<file path="config.mk">
export PLATFORM = sky130hd
export DESIGN_NAME = rr_bus_arbiter
export DESIGN_NICKNAME = d
export VERILOG_FILES = /design/src/rtl/rr_bus_arbiter.sv
export SDC_FILE = /design/constraint.sdc
export NUM_CORES = 1
export LEC_CHECK = 0
export CAP_MARGIN = 10
export CORE_AREA = 5 5 198 200
export CTS_CLUSTER_SIZE = 25
export DETAILED_ROUTE_END_ITERATION = 6
export DIE_AREA = 0 0 203 205
export SYNTH_ARGS = -nofsm -noshare
export SYNTH_HDL_FRONTEND = slang
export SYNTH_SLANG_ARGS = --single-unit
</file>
<file path="constraint.sdc">
create_clock -name clk -period 4.8 [get_ports clk]
set_input_delay 0.96 -clock clk [delete_from_list [all_inputs] [get_ports clk]]
set_output_delay 0.96 -clock clk [all_outputs]
set_load 0.05 [all_outputs]
</file>
<file path="src/rtl/rr_bus_arbiter.sv">
// Round-robin arbiter sharing one 32-bit slave port between M_W masters.
// It supports bus lock and a bounded hold time, and it drives a registered
// one-hot grant. The slave-side datapath is a plain mux selected by the
// registered owner_id.
module rr_bus_arbiter #(
  parameter int M_W      = 4,
  parameter int MAX_HOLD = 16,
  parameter int ID_W     = $clog2(M_W)
) (
  input  logic                  clk,
  input  logic                  rstn,
  input  logic [M_W-1:0]        bus_req,
  input  logic [M_W-1:0]        bus_lock,
  output logic [M_W-1:0]        bus_grant,
  input  logic [M_W-1:0][31:0]  addr_m,
  output logic [M_W-1:0][31:0]  rd_m,
  input  logic [M_W-1:0][31:0]  wd_m,
  input  logic [M_W-1:0]        we_m,
  input  logic [M_W-1:0][1:0]   size_m,
  output logic [31:0]           addr_f,
  input  logic [31:0]           rd_f,
  output logic [31:0]           wd_f,
  output logic                  we_f,
  output logic [1:0]            size_f,
  output logic [ID_W-1:0]       owner_id,
  output logic                  busy
);

  localparam int HC_W = (MAX_HOLD > 2) ? $clog2(MAX_HOLD) : 1;
  localparam logic [HC_W-1:0] HOLD_SAT = HC_W'(MAX_HOLD - 1);

  typedef enum logic {IDLE, OWNED} state_t;

  state_t          state;
  logic [ID_W-1:0] last_owner;
  logic [HC_W-1:0] hold_cnt;

  logic [ID_W-1:0] base;
  logic [ID_W-1:0] winner;
  logic [ID_W-1:0] idx;
  logic [M_W-1:0]  win_oh;
  logic            found;

  // Winner scan. While idle the scan starts after last_owner. While owned it
  // starts after the current owner and skips that owner, so a rotation always
  // moves to the next requester above the one giving up the bus. In OWNED,
  // 'found' therefore also means "another master is waiting".
  always_comb begin
    base   = busy ? owner_id : last_owner;
    winner = '0;
    idx    = '0;
    found  = 1'b0;
    for (int k = 1; k <= M_W; k++) begin
      idx = ID_W'((int'(base) + k) % M_W);
      if (!found && bus_req[idx] && !(busy && (idx == owner_id))) begin
        found  = 1'b1;
        winner = idx;
      end
    end
    win_oh = {{(M_W-1){1'b0}}, 1'b1} << winner;
  end

  // Arbitration FSM. Grant, owner, busy and the hold counter are all registered.
  always_ff @(posedge clk or negedge rstn) begin
    if (!rstn) begin
      state      <= IDLE;
      bus_grant  <= '0;
      owner_id   <= '0;
      busy       <= 1'b0;
      hold_cnt   <= '0;
      last_owner <= ID_W'(M_W - 1);
    end else begin
      case (state)
        IDLE: begin
          if (found) begin
            state     <= OWNED;
            bus_grant <= win_oh;
            owner_id  <= winner;
            busy      <= 1'b1;
            hold_cnt  <= '0;
          end
        end
        OWNED: begin
          // Release when the owner drops its request. Preempt when the owner is
          // unlocked, its hold budget is used up and someone else is waiting.
          if (!bus_req[owner_id] ||
              (!bus_lock[owner_id] && (hold_cnt == HOLD_SAT) && found)) begin
            last_owner <= owner_id;
            hold_cnt   <= '0;
            if (found) begin
              bus_grant <= win_oh;
              owner_id  <= winner;
            end else begin
              state     <= IDLE;
              bus_grant <= '0;
              busy      <= 1'b0;
            end
          end else if (found && (hold_cnt != HOLD_SAT)) begin
            hold_cnt <= hold_cnt + HC_W'(1);
          end
        end
        default: state <= IDLE;
      endcase
    end
  end

  // Slave-side mux. It is zeroed while idle, so no stray write can leak out.
  always_comb begin
    addr_f = busy ? addr_m[owner_id] : '0;
    wd_f   = busy ? wd_m[owner_id]   : '0;
    size_f = busy ? size_m[owner_id] : '0;
    we_f   = busy & we_m[owner_id];
  end

  // Read data fans out to every master. Each master qualifies it with its own
  // grant bit.
  for (genvar i = 0; i < M_W; i++) begin : g_rd
    assign rd_m[i] = rd_f;
  end

endmodule
</file>
### Word level (Yosys, flattened, before mapping)

Index checks and enable logic that the tools add are counted.

* register bits after elaboration: 14
* bits in latches: 0
* RAM bits: 0
* ROM bits: 0
* bits of input ports: 310
* output and inout port bits: 202
* memories kept: 0

* add/sub/neg operators: 5
* multiply operators: 0
* div/mod/pow operators: 0
* $lt $le $gt $ge: 5
* equal/unequal tests: 10
* shifts and indexed selects: 1
* muxes and demuxes: 50
* bitwise operators: 2
* reductions and logical operators: 28

Operators by type and width (number)
* $bmux W32 S2: 2
* $mux W32: 4
* $mux W4: 6
* $mux W2: 9
* $mux W1: 16
* $pmux W4 S2: 2
* $lt A2 B3 Y1 const B: 5
* $bmux W1 S2: 7
* $logic_and A1 B1 Y1: 14
* $logic_not A1 Y1: 9
* $eq A2 B2 Y1: 4
* $reduce_and A2 Y1: 3
* $add A2 B1 Y2 const B: 2
* $add A2 B2 Y2 const B: 2
* $add A4 B1 Y4 const B: 1
* $bmux W2 S2: 1
* $eq A4 B4 Y1 const B: 1
* $ne A2 B2 Y1 const B: 2
* $ne A4 B4 Y1 const B: 1
* $pmux W1 S2: 2
* $pmux W2 S2: 1
* $shl A1 B2 Y4 const A: 1
* $ne A3 B1 Y1 const B: 1
* $reduce_and A3 Y1: 1
* 4 further kinds: 4

### Longest topological paths before layout

* depth in word-level cells: 23
* gate-level depth with buffers: 10

### Least setup slack after synthesis

No wires, ideal clock.

* path kind: reg-to-output
* start: register owner_id[0]
* end: output port wd_f[10]
* data arrival time: 2.365 ns
* data required time: 3.840 ns
* setup slack: 1.475 ns
* cell stages (with the launch flop): 6
* buffers on the path: 3
* cells stage by stage: dfrtp_1 -> buf_2 -> buf_2 -> buf_2 -> mux4_2 -> and2_1

* longest elaborated chain between the ends: 3

Ends and longest elaborated chain
* from (decl): RTL line 25 `output logic [ID_W-1:0] owner_id,`
* from (signal assigned): RTL line 78 `owner_id <= winner;`
* from (signal assigned): RTL line 92 `owner_id <= winner;`
* $bmux W32 S2: RTL line 110 `wd_f = busy ? wd_m[owner_id] : '0;`
* $mux W32 (not written as such): RTL line 110
* $mux W32: RTL line 110
* to (decl): RTL line 22 `output logic [31:0] wd_f,`

Every way passes these cells. The select of a mux whose other input is x is not followed.

### Worst setup path in the final report

* start: register owner_id[1]
* end: output port addr_f[10]

* longest elaborated chain between the ends: 3

Ends and longest elaborated chain
* $bmux W32 S2: RTL line 109 `addr_f = busy ? addr_m[owner_id] : '0;`
* $mux W32 (not written as such): RTL line 109
* $mux W32: RTL line 109
* to (decl): RTL line 20 `output logic [31:0] addr_f,`

Every way passes these cells. The select of a mux whose other input is x is not followed.

==> results.ini <==
[logic_synthesis]
postSynthAreaPerCell_um2 = 10.1
synth_edf_count = 0
yosys.area_share.adder_pct = 0.603
yosysUniqueCellTypes = 54
synth_top_family_by_area = multiplexers
synth_warnings = 0
async_flop_share_pct = 100
syn_area_um2 = 4150
synthesis.nets = 723
ys_ff_latch = 14
synth_compound_area_share_pct = 6.90
synthCells = 411
synth_flop_cell = dfrtp_1
synthXorXnorAreaFrac_pct = 0
synthSimpleGateAreaFrac_pct = 16.3
synth-seq-area-share_pct = 8.50
muxShareOfSynthArea_pct = 40.6

[worst_setup_path]
start_kind = register
path_class = register to output port
path_max_fanout = 62
arrival_ns = 2.90
endpoint_kind = output port
worstPathRequired_ns = 3.84

[sta]
drv_slew = 0
relSlewSlack_pct = 37.0
period_needed_ns = 3.86
fin_skew_ns = 0.00116
worst_pin_slew_ns = 0.946
period_share_pct = 80.4
setup-tns-final_ns = 0
fmax_ghz = 0.259
setup_viol = 0
hold_viol = 0
rsz0062_at_grt = false

[finish]
drive_above_1_share_pct = 15.7
fin_area_um2 = 7320
num_antenna_cells = 0
syn2layout_area_growth_pct = 76.3
nFillCells = 4058
layout_commonest_cell = clkdlybuf4s50_1
nets = 926
layout_common_cells = 351 x clkdlybuf4s50_1, 69 x mux4_2, 68 x and2_1

[grt]
grt_antenna_before_repair = 0
grt.busiest_layer = met2
grtUsageTotal_pct = 8.65
grt-ovfl-total = 0
grt_pass1_vias = 4283
grt_first_pass_wirelength_mm = 28.1
use_met3_pct = 3.45
grt_max_degree = 63
met1_usage_pct = 10.5
gr-usage-met2_pct = 14.6

[place]
hpwl_mm = 16.8
postPlaceCellArea_um2 = 7230
place.gp.congestion = 0.766
port_buffers = 351

[floorplanning]
initial_core_util_pct = 11.2
ios = 512
row_count = 71
core_area_um2 = 37200
die_h_um = 205
fp.dieW_um = 203
dieArea_um2 = 41600

[power]
vdd_drop_max_mv = 0.225
powerDensity_nw_per_um2 = 437
p_leak_uw = 0.00250

[flow_run]
maxCapViolations = 0

[clock_tree]
hold_buffers = 0
post_cts_resized = 0
clk_path_buf_depth = 2
clk_pin_slew_worst_paths_ns = 0.05
clock_sinks = 14
clk_latency_ns = 0.25
post_cts_buffers = 0
root_buffer = clkbuf_16
tritoncts = yes
numCtsBuffers = 3
h-tree-depth = 1

[detailed_routing]
num_vias = 3980
drt_iter0_markers = 145
routed_wl_mm = 19.6
wl_per_cell_um = 18.1
ant_nets = 0
vias_per_cell = 3.66
firstDrtPassIters = 4
drc = 0

[worst_hold_path]
hp-class = register to register

[outcome]
status = finished clean

==> synth_stat cells (all sizes together), types with 2 or more instances <==
library cell / n / share of area, %
a22o: 2 / 0.42
dfrtp: 12 / 7.2
mux2: 7 / 2.0
nand2b: 2 / 0.30
nor3b: 3 / 0.54
mux4: 69 / 37
buf: 140 / 25
a21oi: 3 / 0.36
dfstp: 2 / 1.3
nor4b: 2 / 0.78
nor2b: 2 / 0.30
clkbuf: 19 / 1.7
nand4: 2 / 0.30
a21o: 2 / 0.36
nand2: 10 / 0.90
o21ai: 13 / 1.7
o31ai: 2 / 0.48
a21boi: 2 / 0.36
nor4: 2 / 0.30
and2: 68 / 10
mux2i: 4 / 1.1
o211ai: 2 / 0.36
nor3: 4 / 0.48
nor2: 5 / 0.51
inv: 6 / 0.54
o21a: 2 / 0.36
ha: 2 / 0.60
nand3: 6 / 0.72
==> final timing paths <==
kind / slack [ns] / cells after the start / start / to
min reg2reg: 0.50 / 1 / bus_grant[2]$_DFFE_PN0P_ / bus_grant[2]$_DFFE_PN0P_
max: 0.94 / 4 / owner_id[1]$_DFFE_PN0P_ / addr_f[10]
max reg2reg: 1.70 / 7 / owner_id[1]$_DFFE_PN0P_ / hold_cnt[2]$_DFFE_PN0P_
min: 0.50 / 1 / bus_grant[2]$_DFFE_PN0P_ / bus_grant[2]$_DFFE_PN0P_
min in group asynchronous: 1.14 / 1 / rstn / bus_grant[2]$_DFFE_PN0P_
max in group asynchronous: 3.14 / 1 / rstn / owner_id[0]$_DFFE_PN0P_
==> where the power goes <==
part	total [uW]	internal, uW	switching [uW]	leakage [uW]
logic	2640	1280	1360	0.00229
registers	378	176	202	0.000168
clock network	178	127	51.6	0.0000442
total	3200	1590	1610	0.00250
==> cell type report <==
type,instances,area [um^2],area share [%]
sequential,14,362,4.94
timing repair buffer,357,3580,48.9
inverter,6,22.5,0.308
clock buffer,4,88.8,1.21
multi-input combinational,232,2670,36.5
tap,474,593,8.10
==> registers in the layout (all words and copies together) (netlist names) <==
signal	flops
busy	1
owner_id	2
bus_grant	4
last_owner	2
hold_cnt	4
state	1
==> cells by family (layout without fill, tap and decap cells) <==
| family | after synthesis | after routing |
|---|---|---|
| fa+ha+maj | 2 | 2 |
| flops | 14 | 14 |
| compound gates | 39 | 39 |
| simple gates | 111 | 111 |
| mux | 80 | 80 |
| buf+inv | 165 | 367 |
==> metal layers <==
layer  up-vias  share of wire (%)  routed length [um]
li1       1793                  -                   -
met1      1906                 39                7740
met2       260                 48                9490
met3        21                 11                2140
met4         0                1.3                 260
met5         -                  0                   0
==> critical path, stage by stage, from the launching register on <==
cell             delay, ns
dfrtp_4               1.03
buf_4                 0.34
mux4_2                0.31
and2_1                0.21
clkdlybuf4s50_1       0.71
==> stage by stage <==
step / utilization (%) / power [uW] / hold slack, ns / worst slack (ns) / cells
2_1_floorplan: - / 2430 / 0.499 / 1.47 / 411
3_3_place_gp: 19.4 / 3060 / 0.480 / 0.887 / 1083
3_5_place_dp: 19.4 / 3080 / 0.490 / 0.894 / 1083
4_1_cts: 19.7 / 3270 / 0.507 / 0.894 / 1087
5_1_grt: 19.7 / 3410 / 0.519 / 0.829 / 1087
6_report: 19.7 / 3200 / 0.501 / 0.941 / 1087
No activity file was read; power rests on OpenSTA's default activity.
